<file path="config.mk">
export PLATFORM = sky130hd
export DESIGN_NAME = display_arbiter
export DESIGN_NICKNAME = d
export VERILOG_FILES = /design/src/rtl/display_arbiter.sv
export SDC_FILE = /design/constraint.sdc
export NUM_CORES = 1
export LEC_CHECK = 0
export BUFFER_PORTS_ARGS = -buffer_cell sky130_fd_sc_hd__buf_2
export CORE_MARGIN = 3
export CORE_UTILIZATION = 55
export CTS_BUF_LIST = sky130_fd_sc_hd__clkbuf_8 sky130_fd_sc_hd__clkbuf_16
export DETAILED_ROUTE_END_ITERATION = 8
export GPL_TIMING_DRIVEN = 0
export PLACE_DENSITY = 0.86
export SETUP_SLACK_MARGIN = 0.15
export SYNTH_ARGS = -nofsm -noshare
export SYNTH_HDL_FRONTEND = slang
export SYNTH_SLANG_ARGS = --single-unit
</file>
<file path="constraint.sdc">
create_clock -name clock -period 3.9 [get_ports clock]
set_input_delay 0.78 -clock clock [delete_from_list [all_inputs] [get_ports clock]]
set_output_delay 0.78 -clock clock [all_outputs]
set_load 0.005 [all_outputs]
</file>
<file path="src/rtl/display_arbiter.sv">
// Round-robin time-sharing of the 8-digit seven-segment driver between N_REQ sources.
// Each granted source is shown for a dwell period, with a blank gap between different pages.
module display_arbiter #(
    parameter int unsigned N_REQ        = 4,
    parameter int unsigned DWELL_CYCLES = 100_000_000,
    parameter int unsigned BLANK_CYCLES = 10_000_000
) (
    input  logic                     clock,
    input  logic                     reset,
    input  logic [N_REQ-1:0]         req,
    input  logic [32*N_REQ-1:0]      data_in,
    input  logic                     hold,
    output logic [31:0]              disp_data,
    output logic                     disp_enable,
    output logic [N_REQ-1:0]         grant,
    output logic [$clog2(N_REQ)-1:0] owner_id,
    output logic                     switch_pulse
);

    localparam int unsigned ID_W    = $clog2(N_REQ);
    localparam int unsigned DWELL_W = $clog2(DWELL_CYCLES);
    localparam int unsigned BLANK_W = $clog2(BLANK_CYCLES + 1);

    localparam logic [DWELL_W-1:0] DWELL_LAST = DWELL_W'(DWELL_CYCLES - 1);
    localparam logic [BLANK_W-1:0] BLANK_LAST = BLANK_W'(BLANK_CYCLES - 1);
    localparam logic [ID_W-1:0]    ID_LAST    = ID_W'(N_REQ - 1);
    localparam logic [31:0]        BLANK_DATA = 32'hFFFF_FFFF;

    typedef enum logic [1:0] {
        IDLE  = 2'd0,
        SHOW  = 2'd1,
        BLANK = 2'd2
    } state_t;

    state_t               state;
    state_t               state_nxt;
    logic [DWELL_W-1:0]   dwell_cnt;
    logic [DWELL_W-1:0]   dwell_nxt;
    logic [BLANK_W-1:0]   blank_cnt;
    logic [BLANK_W-1:0]   blank_nxt;
    logic [ID_W-1:0]      rr_ptr;
    logic [ID_W-1:0]      rr_nxt;
    logic [ID_W-1:0]      owner_nxt;
    logic                 start;

    logic                 win_found;
    logic [ID_W-1:0]      win_idx;
    logic [ID_W-1:0]      arb_cand;
    int unsigned          arb_k;

    logic [N_REQ-1:0]     owner_oh;
    logic                 owner_req;
    logic                 others_req;

    logic [N_REQ-1:0]     grant_nxt;
    logic [31:0]          disp_data_nxt;
    logic                 disp_enable_nxt;
    logic                 switch_nxt;

    logic [31:0]          src [N_REQ];

    for (genvar g = 0; g < N_REQ; g++) begin : g_src
        assign src[g] = data_in[32*g +: 32];
    end

    // Round-robin search: first set req bit starting at rr_ptr, wrapping modulo N_REQ.
    always_comb begin
        win_found = 1'b0;
        win_idx   = '0;
        arb_cand  = '0;
        arb_k     = 0;
        for (int unsigned i = 0; i < N_REQ; i++) begin
            arb_k = 32'(rr_ptr) + i;
            if (arb_k >= N_REQ) begin
                arb_k = arb_k - N_REQ;
            end
            arb_cand = ID_W'(arb_k);
            if (!win_found && req[arb_cand]) begin
                win_found = 1'b1;
                win_idx   = arb_cand;
            end
        end
    end

    always_comb begin
        owner_oh           = '0;
        owner_oh[owner_id] = 1'b1;
        owner_req          = req[owner_id];
        others_req         = |(req & ~owner_oh);
    end

    // State and output registers.
    always_ff @(posedge clock) begin
        if (reset) begin
            state        <= IDLE;
            dwell_cnt    <= '0;
            blank_cnt    <= '0;
            rr_ptr       <= '0;
            owner_id     <= '0;
            grant        <= '0;
            disp_enable  <= 1'b0;
            disp_data    <= BLANK_DATA;
            switch_pulse <= 1'b0;
        end else begin
            state        <= state_nxt;
            dwell_cnt    <= dwell_nxt;
            blank_cnt    <= blank_nxt;
            rr_ptr       <= rr_nxt;
            owner_id     <= owner_nxt;
            grant        <= grant_nxt;
            disp_enable  <= disp_enable_nxt;
            disp_data    <= disp_data_nxt;
            switch_pulse <= switch_nxt;
        end
    end

    // Next-state: owner release always wins over dwell expiry; hold only freezes SHOW.
    always_comb begin
        state_nxt = state;
        dwell_nxt = dwell_cnt;
        blank_nxt = blank_cnt;
        rr_nxt    = rr_ptr;
        owner_nxt = owner_id;
        start     = 1'b0;
        case (state)
            IDLE: begin
                if (win_found) begin
                    start = 1'b1;
                end
            end
            SHOW: begin
                if (!owner_req || (dwell_cnt == DWELL_LAST && !hold && others_req)) begin
                    state_nxt = BLANK;
                    blank_nxt = '0;
                end else if (!hold) begin
                    dwell_nxt = (dwell_cnt == DWELL_LAST) ? '0 : dwell_cnt + DWELL_W'(1);
                end
            end
            BLANK: begin
                if (blank_cnt == BLANK_LAST) begin
                    if (win_found) begin
                        start = 1'b1;
                    end else begin
                        state_nxt = IDLE;
                    end
                end else begin
                    blank_nxt = blank_cnt + BLANK_W'(1);
                end
            end
            default: begin
                state_nxt = IDLE;
            end
        endcase
        if (start) begin
            state_nxt = SHOW;
            dwell_nxt = '0;
            owner_nxt = win_idx;
            rr_nxt    = (win_idx == ID_LAST) ? '0 : win_idx + ID_W'(1);
        end
    end

    // Output values for the next cycle, derived from the next state and owner.
    always_comb begin
        grant_nxt       = '0;
        disp_enable_nxt = 1'b0;
        disp_data_nxt   = BLANK_DATA;
        switch_nxt      = 1'b0;
        if (state_nxt == SHOW) begin
            grant_nxt[owner_nxt] = 1'b1;
            disp_enable_nxt      = 1'b1;
            disp_data_nxt        = src[owner_nxt];
            switch_nxt           = (state != SHOW);
        end
    end

endmodule

</file>
==> results of run 1 <==
==> kinds of logic (layout without fill, tap and decap cells) <==
kind of cell / Yosys count / after routing
AND/OR/NAND/NOR: 212 / 212
AO/OA/AOI/OAI: 203 / 203
XOR/XNOR: 42 / 42
buffers and inverters: 60 / 249
other: 0 / 2
flip-flops: 95 / 95
multiplexers: 7 / 7
adder cells (fa/ha/maj): 7 / 7
==> layout make-up <==
class	instances	area, µm²
multi-input cells	471	3150
fillers	766	2720
flip-flops and latches	95	1900
repair buffers	174	871
plain buffers	44	230
well taps	129	161
clock buffers	9	124
clock inverters	6	103
inverters	16	60.1
diodes	2	5.00
==> worst max-delay path, cell delays in order, from the launching register on <==
cell	delay [ns]
dfxtp_1	0.40
ha_1	0.24
and3_1	0.27
nand4_4	0.15
o21ai_2	0.27
a21bo_1	0.19
buf_2	0.21
clkbuf_1	0.35
a21boi_0	0.19
a211oi_1	0.33
o21ai_2	0.07
==> how the worst min path moves through the flow <==
stage	startpoint	to	slack, ns
global route	blank_cnt[20]$_SDFFE_PP0P_	blank_cnt[20]$_SDFFE_PP0P_	0.57
CTS	blank_cnt[20]$_SDFFE_PP0P_	blank_cnt[20]$_SDFFE_PP0P_	0.52
global placement	blank_cnt[20]$_SDFFE_PP0P_	blank_cnt[20]$_SDFFE_PP0P_	0.49
detailed placement	blank_cnt[20]$_SDFFE_PP0P_	blank_cnt[20]$_SDFFE_PP0P_	0.50
floorplan	blank_cnt[20]$_SDFFE_PP0P_	blank_cnt[20]$_SDFFE_PP0P_	0.47
finish	blank_cnt[20]$_SDFFE_PP0P_	blank_cnt[20]$_SDFFE_PP0P_	0.52
==> cells in the mapped netlist, drive strengths merged, types with 2 or more instances <==
cell type  instances  area share
or2                2      0.0023
mux2i              5       0.010
a21oi             13       0.013
nor3              23       0.022
and4               3      0.0052
nor2b              2      0.0023
a211oi            64       0.090
clkbuf            26       0.020
dfxtp             95        0.36
o21ai             43       0.047
or3                7      0.0082
nand2b             2      0.0023
a21boi            64       0.090
o211ai             3      0.0061
xor2              18       0.030
nand4b             5      0.0082
nor4b              2      0.0056
nor4               6      0.0082
a2bb2oi            2      0.0044
buf               18       0.023
nor2              69       0.049
or4                4      0.0070
nand3             21       0.020
and3              12       0.014
and2               9       0.011
nand2             26       0.019
xnor2             24       0.039
a31oi              3      0.0063
ha                 7       0.016
nand4             15       0.020
inv               16       0.011
==> power groups by stage <==
stage	sequential (mW)	clock [mW]	combinational (mW)
finish	1.25	0.753	1.66
global route	1.27	0.796	1.79
CTS	1.25	0.751	1.64
detailed placement	1.27	0	1.63
global placement	1.26	0	1.60
floorplan	1.29	0	1.03
==> placed cells by master (no fill, tap or decap), types with 21 or more instances in the layout <==
cell / n
nand2_1: 25
nor2_1: 68
nand3_1: 21
xnor2_1: 24
clkbuf_1: 24
nor3_1: 22
a21boi_0: 64
buf_2: 187
o21ai_1: 23
dfxtp_1: 95
a211oi_1: 64
==> state kept, by name (all words and copies together) (netlist names) <==
signal,cells
dwell_cnt,27
state,2
rr_ptr,2
grant,4
blank_cnt,24
disp_enable,1
disp_data,32
owner_id,2
switch_pulse,1
==> layer usage <==
metal  vias to the layer above  GRT usage
met4                         0      0.138
li1                       2654          -
met1                      2546      0.341
met3                        54     0.0432
met2                       220      0.470
met5                         -          0
==> metrics by stage <==
step	utilization	instance area (µm²)	hold WS, ns	setup slack (ns)
after floorplan	-	5340	0.472	1.31
after global placement	0.684	6380	0.491	0.958
after detailed placement	0.684	6380	0.497	0.909
after CTS	0.708	6600	0.519	1.14
after global routing	0.708	6610	0.567	0.820
final	0.708	6610	0.517	1.10
==> impl_metrics.env, run 1 <==
export IMPL_swShare=0.386
export IMPL_syn_nets=768
export IMPL_areaGrowthSynthToFinish_pct=23.6
export IMPL_max_cap_viol_count=0
export IMPL_met1_length_um=6420
export IMPL_dp_cells=929
export IMPL_cts_buffer_depth=2
export IMPL_grt_pass1_wl_um=25200
export IMPL_fp_dieH_um=105
export IMPL_synth_compound_area_share=0.275
export IMPL_slew_viol_final=0
export IMPL_postRouteAntennaNets=0
export IMPL_worstSetupStartpointType="flop"
export IMPL_synth_edf_count=0
export IMPL_rsz0062_at_grt="false"
export IMPL_overflow=0
export IMPL_core_um2=9330
export IMPL_drt_wl_total_um=15600
export IMPL_yosysSeqAreaShare=0.356
export IMPL_synth_top_family_by_area="compound AO/OA/AOI/OAI gates"
export IMPL_gp_congestion=0.942
export IMPL_ctsResizeCount=0
export IMPL_slew_headroom=0.585
export IMPL_drtIter0Drc=323
export IMPL_wl_met3_um=869
export IMPL_grt_pass1_vias=5376
export IMPL_r2r_slack_ns=1.10
export IMPL_drc=0
export IMPL_ys_ff_latch=95
export IMPL_pwr_share_clk=0.206
export IMPL_initial_core_util=0.573
export IMPL_vias=5474
export IMPL_cp_data_required_time_ns=4.15
export IMPL_status="finished, final reports clean"
export IMPL_port_buffers=174
export IMPL_synth_xor_area_frac=0.0688
export IMPL_cp_arrival_ns=3.05
export IMPL_tns_ns=0
export IMPL_worst_r2r_startpoint="blank_cnt[1]$_SDFFE_PP0P_"
export IMPL_layout_nets=953
export IMPL_final_layout_size_suffix_gt1_frac=0.294
export IMPL_fin_worst_skew_ns=0.0145
export IMPL_rows=35
export IMPL_syn_avg_cell_area_um2=8.54
export IMPL_synthCells=626
export IMPL_clk_latency_ns=0.37
export IMPL_met2_length_um=7640
export IMPL_cts_root_buf="clkbuf_8"
export IMPL_htree_levels=3
export IMPL_holdBufCountCts=0
export IMPL_reg2reg_to="disp_data[29]$_SDFF_PP1_"
export IMPL_total_power_mw=3.66
export IMPL_yosysWarnings=0
export IMPL_min_period_over_period=0.719
export IMPL_synth_mux_area_frac=0.0178
export IMPL_whs_path_depth=2
export IMPL_postCtsSetupBuffers=0
export IMPL_worst_path_max_fanout=10
export IMPL_hold_path_class="flop to flop"
export IMPL_internal_power_mw=2.24
export IMPL_finalSetupViolations=0
export IMPL_grt_start_max_net_pins=15
export IMPL_die_w_um=105
export IMPL_cts_tree="yes"
export IMPL_critPathKind="flop to flop"
export IMPL_post_drt_wl_per_cell_um=16.5
export IMPL_clk_pin_slew_worst_paths_ns=0.08
export IMPL_cts_buffers=9
export IMPL_synth_cell_types=69
export IMPL_viasPerCell=5.79
export IMPL_async_flop_share=0
export IMPL_top_layer="met4"
export IMPL_grt_usage=0.277
export IMPL_syn_cell_area_um2=5340
export IMPL_firstDrtPassIters=6
export IMPL_leakage_nw=2.49
export IMPL_synthFlopType="dfxtp_1"
export IMPL_p_per_area_nw_per_um2=553
export IMPL_layoutNonFillerInstCount=946
export IMPL_p_switching_mw=1.41
export IMPL_yosys_area_share_simple=0.211
export IMPL_endpoint_kind="flop"
export IMPL_pwr_share_seq=0.341
export IMPL_synthAdderAreaFrac=0.0164
export IMPL_worstSetupEndpoint="disp_data[29]$_SDFF_PP1_"
export IMPL_min_period_ns=2.80
export IMPL_clock_sinks=95
export IMPL_clock_fmax_mhz=357
export IMPL_antenna_found_initial=2
export IMPL_dieArea_um2=10900
export IMPL_ir_worst_vdd_mv=0.346
export IMPL_boundaryPins=175
export IMPL_worstMarginPinSlew_ns=0.620
export IMPL_p_comb_frac=0.453
export IMPL_hold_viol_final=0
export IMPL_r2r_cells=10
export IMPL_hpwl_um=12100
export IMPL_critical_path_startpoint="blank_cnt[1]$_SDFFE_PP0P_"
Note: power is estimated with default switching activity, not from simulation.
==> run 2: changes to the inputs <==
--- a/config.mk
+++ b/config.mk
@@ -7,11 +7,11 @@
 export LEC_CHECK = 0
 export BUFFER_PORTS_ARGS = -buffer_cell sky130_fd_sc_hd__buf_2
 export CORE_MARGIN = 3
-export CORE_UTILIZATION = 55
+export CORE_UTILIZATION = 46
 export CTS_BUF_LIST = sky130_fd_sc_hd__clkbuf_8 sky130_fd_sc_hd__clkbuf_16
 export DETAILED_ROUTE_END_ITERATION = 8
 export GPL_TIMING_DRIVEN = 0
-export PLACE_DENSITY = 0.86
+export PLACE_DENSITY = 0.77
 export SETUP_SLACK_MARGIN = 0.15
 export SYNTH_ARGS = -nofsm -noshare
 export SYNTH_HDL_FRONTEND = slang
==> constraint.sdc (replaced) <==
create_clock -name clock -period 2.39 [get_ports clock]
set_input_delay 0.478 -clock clock [delete_from_list [all_inputs] [get_ports clock]]
set_output_delay 0.478 -clock clock [all_outputs]
set_load 0.005 [all_outputs]
==> run 2 against run 1 <==
Combinational power grew to 2.5 times the previous value. Sequential share of layout area is 4.2 points lower. Clock power is 100% higher. Global-route usage is 0.63 points lower. Wire length is 18% higher. Final area is 19% higher. Cell count is 4.3% higher. Via count is 5.6% higher. Worst setup slack worse by 1.1 ns. Fmax is 19% higher. Register-to-register slack worse by 1.1 ns. Die area is 18% higher. Highest routed layer unchanged.
==> impl_metrics.env, run 2 (synthesized netlist as in run 1, its figures left out) <==
export IMPL_p_per_area_nw_per_um2=990
export IMPL_die_w_um=114
export IMPL_layout_nets=985
export IMPL_endpoint_kind="flop"
export IMPL_cts_tree="yes"
export IMPL_p_comb_frac=0.538
export IMPL_cp_cell_sequence="inv_4 > ha_4 > nor4bb_4 > nand3_2 > o21ai_4 > buf_6 > nand2_8 > mux2_4 > clkbuf_8 > a211oi_2 > o21ai_2"
export IMPL_boundaryPins=175
export IMPL_worst_path_max_fanout=8
export IMPL_r2r_cells=11
export IMPL_total_power_mw=7.77
export IMPL_cts_buffer_depth=2
export IMPL_grt_pass1_vias=5882
export IMPL_hold_path_end="disp_data[15]$_SDFF_PP1_"
export IMPL_clock_fmax_mhz=425
export IMPL_antennaDiodeCount=0
export IMPL_cts_root_buf="clkbuf_16"
export IMPL_ir_worst_vdd_mv=0.666
export IMPL_dieArea_um2=12900
export IMPL_grt_usage=0.271
export IMPL_worst_path_buf_inv=3
export IMPL_max_cap_viol_count=0
export IMPL_hold_path_class="input pin to flop"
export IMPL_drc=0
export IMPL_worstMarginPinSlew_ns=0.637
export IMPL_pwr_share_seq=0.264
export IMPL_grt_pass1_wl_um=28400
export IMPL_multi_input_area_um2=3720
export IMPL_p_switching_mw=2.95
export IMPL_min_period_ns=2.35
export IMPL_slew_viol_final=0
export IMPL_gp_congestion=0.909
export IMPL_viasPerCell=5.86
export IMPL_final_cell_mix="182 x buf_2, 82 x dfxtp_1, 67 x nor2_1, 35 x a211oi_2"
export IMPL_vias=5780
export IMPL_fillerInstances=786
export IMPL_critPathKind="flop to flop"
export IMPL_hold_viol_final=0
export IMPL_cp_arrival_ns=2.60
export IMPL_holdCritStartpoint="data_in[15]"
export IMPL_rsz0062_at_grt="true"
export IMPL_leakage_nw=2.97
export IMPL_port_buffers=174
export IMPL_seqCellArea_um2=1930
export IMPL_drt_wl_total_um=18400
export IMPL_clock_sinks=95
export IMPL_firstDrtPassIters=6
export IMPL_final_layout_size_suffix_gt1_frac=0.456
export IMPL_fin_worst_skew_ns=0.00922
export IMPL_areaGrowthSynthToFinish_pct=46.9
export IMPL_initial_core_util=0.482
export IMPL_fp_dieH_um=114
export IMPL_r2r_slack_ns=0.04
export IMPL_cp_data_required_time_ns=2.63
export IMPL_status="finished, final reports clean"
export IMPL_drtIter0Drc=362
export IMPL_antenna_found_initial=0
export IMPL_rows=38
export IMPL_worstSetupStartpointType="flop"
export IMPL_swShare=0.380
export IMPL_top_regs="disp_data (32), dwell_cnt (27), blank_cnt (24)"
export IMPL_holdBufCountCts=0
export IMPL_slew_headroom=0.574
export IMPL_postRouteAntennaNets=0
export IMPL_pwr_share_clk=0.198
export IMPL_regMostFlops="disp_data"
export IMPL_clk_pin_slew_worst_paths_ns=0.07
export IMPL_internal_power_mw=4.82
export IMPL_cts_buffers=9
export IMPL_finalSetupViolations=0
export IMPL_min_period_over_period=0.985
export IMPL_post_drt_wl_per_cell_um=18.6
export IMPL_overflow=0
export IMPL_clk_latency_ns=0.35
export IMPL_worst_r2r_startpoint="state[0]$_SDFF_PP0_"
export IMPL_timing_hold_ws_ns=0.382
export IMPL_critPathSlowestCell="mux2_4"
export IMPL_cp_top_family="compound AO/OA/AOI/OAI gates"
export IMPL_whs_path_depth=3
export IMPL_htree_levels=3
export IMPL_grt_start_max_net_pins=15
export IMPL_largest_reg_flops=32
export IMPL_cpPeakStageDelay_ns=0.40
export IMPL_hpwl_um=12300
export IMPL_final_common_cell="buf_2"
export IMPL_core_um2=11100
export IMPL_reg2reg_to="disp_data[30]$_SDFF_PP1_"
[run 2: cell types whose count changed in the layout (fill, tap and decap cells not counted), sizes merged]
cell      before  now
buf          192  233
clkbuf        35   27
diode          2    0
bufinv         3    2
clkinv         1    0
clkinvlp       0    1
[run 2: what timing repair did]
action | 4_1_cts | 5_1_grt
setup endpoints to repair | 85 | 81
pin swaps | 42 | 44
setup buffers | 20 | 7
gates cloned | 5 | 2
gates resized for setup | 124 | 118
[run 2: metal layers]
layer | track usage | share of wire
met1 | 0.324 | 0.39
met2 | 0.453 | 0.50
met3 | 0.0658 | 0.070
met4 | 0.135 | 0.042
met5 | 0 | 0
[run 2: worst max path at each step]
stage | startpoint | cells past startpoint | to | slack, ns
after floorplan | req[0] | 9 | disp_data[16]$_SDFF_PP1_ | 0.14
after global placement | req[0] | 8 | disp_data[12]$_SDFF_PP1_ | -0.24
after detailed placement | req[0] | 8 | disp_data[28]$_SDFF_PP1_ | -0.34
after CTS | blank_cnt[1]$_SDFFE_PP0P_ | 10 | disp_data[28]$_SDFF_PP1_ | 0.1
after global routing | state[0]$_SDFF_PP0_ | 11 | disp_data[30]$_SDFF_PP1_ | -0.03
final | state[0]$_SDFF_PP0_ | 11 | disp_data[30]$_SDFF_PP1_ | 0.04
[run 2: stage by stage]
stage                util  setup TNS [ns]  cells  setup slack (ns)  area, µm²
floorplan               -               0    626             0.141       5410
global placement    0.583          -10.41    940            -0.240       6450
detailed placement  0.583          -13.96    940            -0.335       6450
CTS                 0.678               0    980            0.0972       7510
global route        0.708          -0.159    987           -0.0253       7850
finish              0.708               0    987            0.0360       7850
[run 2: tightest hold or removal path, cell delays in order]
cell and delay, ns:
buf_2 0.08, a211oi_2 0.05, o21ai_1 0.09
[run 2: power by group through the flow]
stage               sequential, mW  clock, mW  combinational, mW
finish                        2.05       1.54               4.18
global route                  2.09       1.61               4.41
CTS                           2.05       1.55               3.67
detailed placement            2.08          0               2.76
global placement              2.07          0               2.69
floorplan                     2.11          0               1.76
[run 2: cell type report]
cell class | instances | area share
clock buffer | 10 | 0.0305
sequential | 95 | 0.246
tap | 140 | 0.0223
multi-input combinational | 471 | 0.474
clock inverter | 5 | 0.00957
timing repair buffer | 208 | 0.155
inverter | 16 | 0.00797
buffer | 42 | 0.0553
==> run 3: changes to the inputs <==
--- a/config.mk
+++ b/config.mk
@@ -5,9 +5,10 @@
 export SDC_FILE = /design/constraint.sdc
 export NUM_CORES = 1
 export LEC_CHECK = 0
+export ABC_AREA = 1
 export BUFFER_PORTS_ARGS = -buffer_cell sky130_fd_sc_hd__buf_2
 export CORE_MARGIN = 3
-export CORE_UTILIZATION = 46
+export CORE_UTILIZATION = 48
 export CTS_BUF_LIST = sky130_fd_sc_hd__clkbuf_8 sky130_fd_sc_hd__clkbuf_16
 export DETAILED_ROUTE_END_ITERATION = 8
 export GPL_TIMING_DRIVEN = 0
==> run 3 against run 2 <==
Via count rose by 30%. Critical path type unchanged. Sequential share of layout area fell by 1.6 points. Register-to-register slack improved by 0.18 ns. Area after synthesis rose by 20%. Global-route usage rose by 0.70 points. Worst setup slack improved by 0.18 ns. Wire length rose by 15%. Fmax rose by 8.2%.
==> impl_metrics.env, run 3 <==
export IMPL_postRouteAntennaNets=0
export IMPL_ys_ff_latch=95
export IMPL_postPlaceCellArea_um2=7470
export IMPL_final_common_cell="nand2_1"
export IMPL_hold_path_end="blank_cnt[23]$_SDFFE_PP0P_"
export IMPL_syn_nets=1223
export IMPL_hold_viol_final=0
export IMPL_cp_cell_sequence="ha_4 > inv_2 > nor2_4 > nand2_2 > nor2_4 > nand2_2 > nor2_4 > nand2_2 > nand3_4 > nand2_4 > a21oi_4 > buf_6 > buf_8 > nand3_1 > a21oi_1"
export IMPL_critPathSlowestCell="dfxtp_4"
export IMPL_min_period_over_period=0.910
export IMPL_slew_headroom=0.643
export IMPL_boundaryPins=175
export IMPL_cts_buffer_depth=2
export IMPL_synthCells=1081
export IMPL_fin_worst_skew_ns=0.00571
export IMPL_core_um2=12800
export IMPL_rows=41
export IMPL_cts_tree="yes"
export IMPL_r2r_slack_ns=0.21
export IMPL_gp_congestion=0.975
export IMPL_port_buffers=173
export IMPL_synthFlopType="dfxtp_1"
export IMPL_viasPerCell=5.09
export IMPL_max_cap_viol_count=0
export IMPL_status="finished, final reports clean"
export IMPL_yosysSeqAreaShare=0.298
export IMPL_drtIter0Drc=689
export IMPL_antenna_found_initial=1
export IMPL_post_synth_top_area_cell="dfxtp_1"
export IMPL_worstSetupStartpointType="flop"
export IMPL_ir_worst_vdd_mv=0.913
export IMPL_holdBufCountCts=0
export IMPL_reg2reg_to="blank_cnt[15]$_SDFFE_PP0P_"
export IMPL_fp_dieH_um=121
export IMPL_initial_core_util=0.498
export IMPL_preCtsSetupSlack_ns=-0.458
export IMPL_layout_nets=1441
export IMPL_synth_top_area_share=0.298
export IMPL_largest_reg_flops=32
export IMPL_clk_latency_ns=0.35
export IMPL_firstDrtPassIters=7
export IMPL_ys_top_cells_by_area="dfxtp_1 30%, nand2_1 26%, nand3_1 9.4%, inv_1 5.4%, nor2_1 5.0%"
export IMPL_top_regs="disp_data (32), dwell_cnt (27), blank_cnt (24)"
export IMPL_hold_path_class="flop to flop"
export IMPL_cp_data_required_time_ns=2.67
export IMPL_final_util=0.654
export IMPL_fillerInstances=1243
export IMPL_final_layout_size_suffix_gt1_frac=0.250
export IMPL_clock_sinks=95
export IMPL_setup_slack_ns=0.214
export IMPL_holdCritStartpoint="blank_cnt[23]$_SDFFE_PP0P_"
export IMPL_final_cell_mix="437 x nand2_1, 185 x buf_2, 116 x nand3_1, 91 x inv_1, 85 x dfxtp_1"
export IMPL_regMostFlops="disp_data"
export IMPL_grt_pass1_wl_um=32900
export IMPL_async_flop_share=0
export IMPL_vias=7522
export IMPL_grt_usage=0.278
export IMPL_whs_path_depth=2
export IMPL_drc=0
export IMPL_slew_viol_final=0
export IMPL_yosysMostFrequentCell="nand2_1"
export IMPL_die_w_um=121
export IMPL_rsz0062_at_grt="true"
export IMPL_grt_start_max_net_pins=17
export IMPL_yosysWarnings=0
export IMPL_overflow=0
export IMPL_synth_cell_types=36
export IMPL_critPathKind="flop to flop"
export IMPL_leakage_nw=4.04
export IMPL_syn_cell_area_um2=6390
export IMPL_cts_root_buf="clkbuf_16"
export IMPL_syn_avg_cell_area_um2=5.91
export IMPL_p_per_area_nw_per_um2=1180
export IMPL_cp_arrival_ns=2.45
export IMPL_post_drt_wl_per_cell_um=14.3
export IMPL_hpwl_um=15800
export IMPL_cpPeakStageDelay_ns=0.38
export IMPL_stdcell_area_um2=8390
export IMPL_htree_levels=3
export IMPL_dieArea_um2=14700
export IMPL_worstMarginPinSlew_ns=0.536
export IMPL_synth_common_cells="446 x nand2_1, 120 x nand3_1, 95 x dfxtp_1"
export IMPL_min_period_ns=2.18
export IMPL_synth_edf_count=0
export IMPL_areaGrowthSynthToFinish_pct=31.4
export IMPL_worst_r2r_startpoint="dwell_cnt[0]$_SDFFE_PP0P_"
export IMPL_finalSetupViolations=0
export IMPL_clock_fmax_mhz=460
export IMPL_tns_ns=0
export IMPL_drt_wl_total_um=21200
export IMPL_clk_pin_slew_worst_paths_ns=0.07
export IMPL_worst_path_max_fanout=5
export IMPL_grt_pass1_vias=6865
export IMPL_cts_buffers=9
export IMPL_endpoint_kind="flop"
export IMPL_r2r_cells=15
run 3: cell count changes in the layout (fill, tap and decap cells not counted), moves of 35 or more:
| cell | previous run | this run |
|---|---|---|
| nand2_1 | 24 | 437 |
| inv_1 | 17 | 91 |
| nand3_1 | 20 | 116 |
| a211oi_2 | 35 | 0 |
| a21oi_1 | 11 | 46 |
run 3: power by group:
group / switching [mW] / internal [mW] / total, mW
combinational: 3.77 / 2.54 / 6.30
sequential: 0.132 / 1.88 / 2.01
clock: 0.663 / 0.952 / 1.61
total: 4.56 / 5.37 / 9.93
run 3: how the worst max path moves through the flow:
stage | to | cells past startpoint | slack, ns | from
after floorplan | disp_data[10]$_SDFF_PP1_ | 13 | 0.27 | blank_cnt[0]$_SDFFE_PP0P_
after global placement | disp_data[19]$_SDFF_PP1_ | 13 | -0.45 | blank_cnt[0]$_SDFFE_PP0P_
after detailed placement | disp_data[19]$_SDFF_PP1_ | 13 | -0.46 | blank_cnt[0]$_SDFFE_PP0P_
after CTS | blank_cnt[16]$_SDFFE_PP0P_ | 15 | 0.15 | dwell_cnt[0]$_SDFFE_PP0P_
after global routing | disp_data[31]$_SDFF_PP1_ | 14 | 0.07 | blank_cnt[1]$_SDFFE_PP0P_
final | blank_cnt[15]$_SDFFE_PP0P_ | 15 | 0.21 | dwell_cnt[0]$_SDFFE_PP0P_
run 3: worst max-delay path: cells and delay by family, from the launching register on:
family                   cells  cell delay, ns
AO/OA/AOI/OAI                2            0.35
adder cells (fa/ha/maj)      1            0.14
buffers and inverters        3            0.33
flip-flops                   1            0.38
AND/OR/NAND/NOR              9            0.90
run 3: final cells by class:
cell class	instances	area [µm²]	share of cell area
multi-input combinational	836	3980	0.475
inverter	100	378	0.0450
tap	172	215	0.0256
buffer	50	409	0.0488
timing repair buffer	207	1150	0.137
antenna	1	2.50	0.000298
clock buffer	10	239	0.0285
clock inverter	6	90.1	0.0107
sequential	95	1920	0.229
run 3: kinds of logic after synthesis:
group | count (synthesis) | share of synthesized area
adders and majority gates | 7 | 0.0137
and+or+nand+nor | 735 | 0.488
buffers and inverters | 150 | 0.104
xor gates and xnor gates | 30 | 0.0411
AOI/OAI and AO/OA | 64 | 0.0556
DFF | 95 | 0.298
run 3: timing repair:
item,CTS,global route
pin swaps,4,16
setup endpoints to repair,91,88
resized for setup,28,80
setup buffers,8,20
gates cloned,1,5
run 3: metal layers:
| layer | global-route usage | wire [µm] | part of all wire | up-vias |
|---|---|---|---|---|
| li1 | - | - | - | 3855 |
| met1 | 0.351 | 8690 | 0.41 | 3304 |
| met2 | 0.466 | 10200 | 0.48 | 313 |
| met3 | 0.0513 | 1730 | 0.081 | 50 |
| met4 | 0.110 | 606 | 0.029 | 0 |
| met5 | 0 | 0 | 0 | - |
run 3: metrics by stage:
stage | std cells | hold WS (ns) | power, mW
finish | 1477 | 0.464 | 9.93
global route | 1477 | 0.469 | 10.8
CTS | 1451 | 0.463 | 9.09
detailed placement | 1426 | 0.452 | 7.27
global placement | 1426 | 0.452 | 7.25
floorplan | 1081 | 0.440 | 5.83
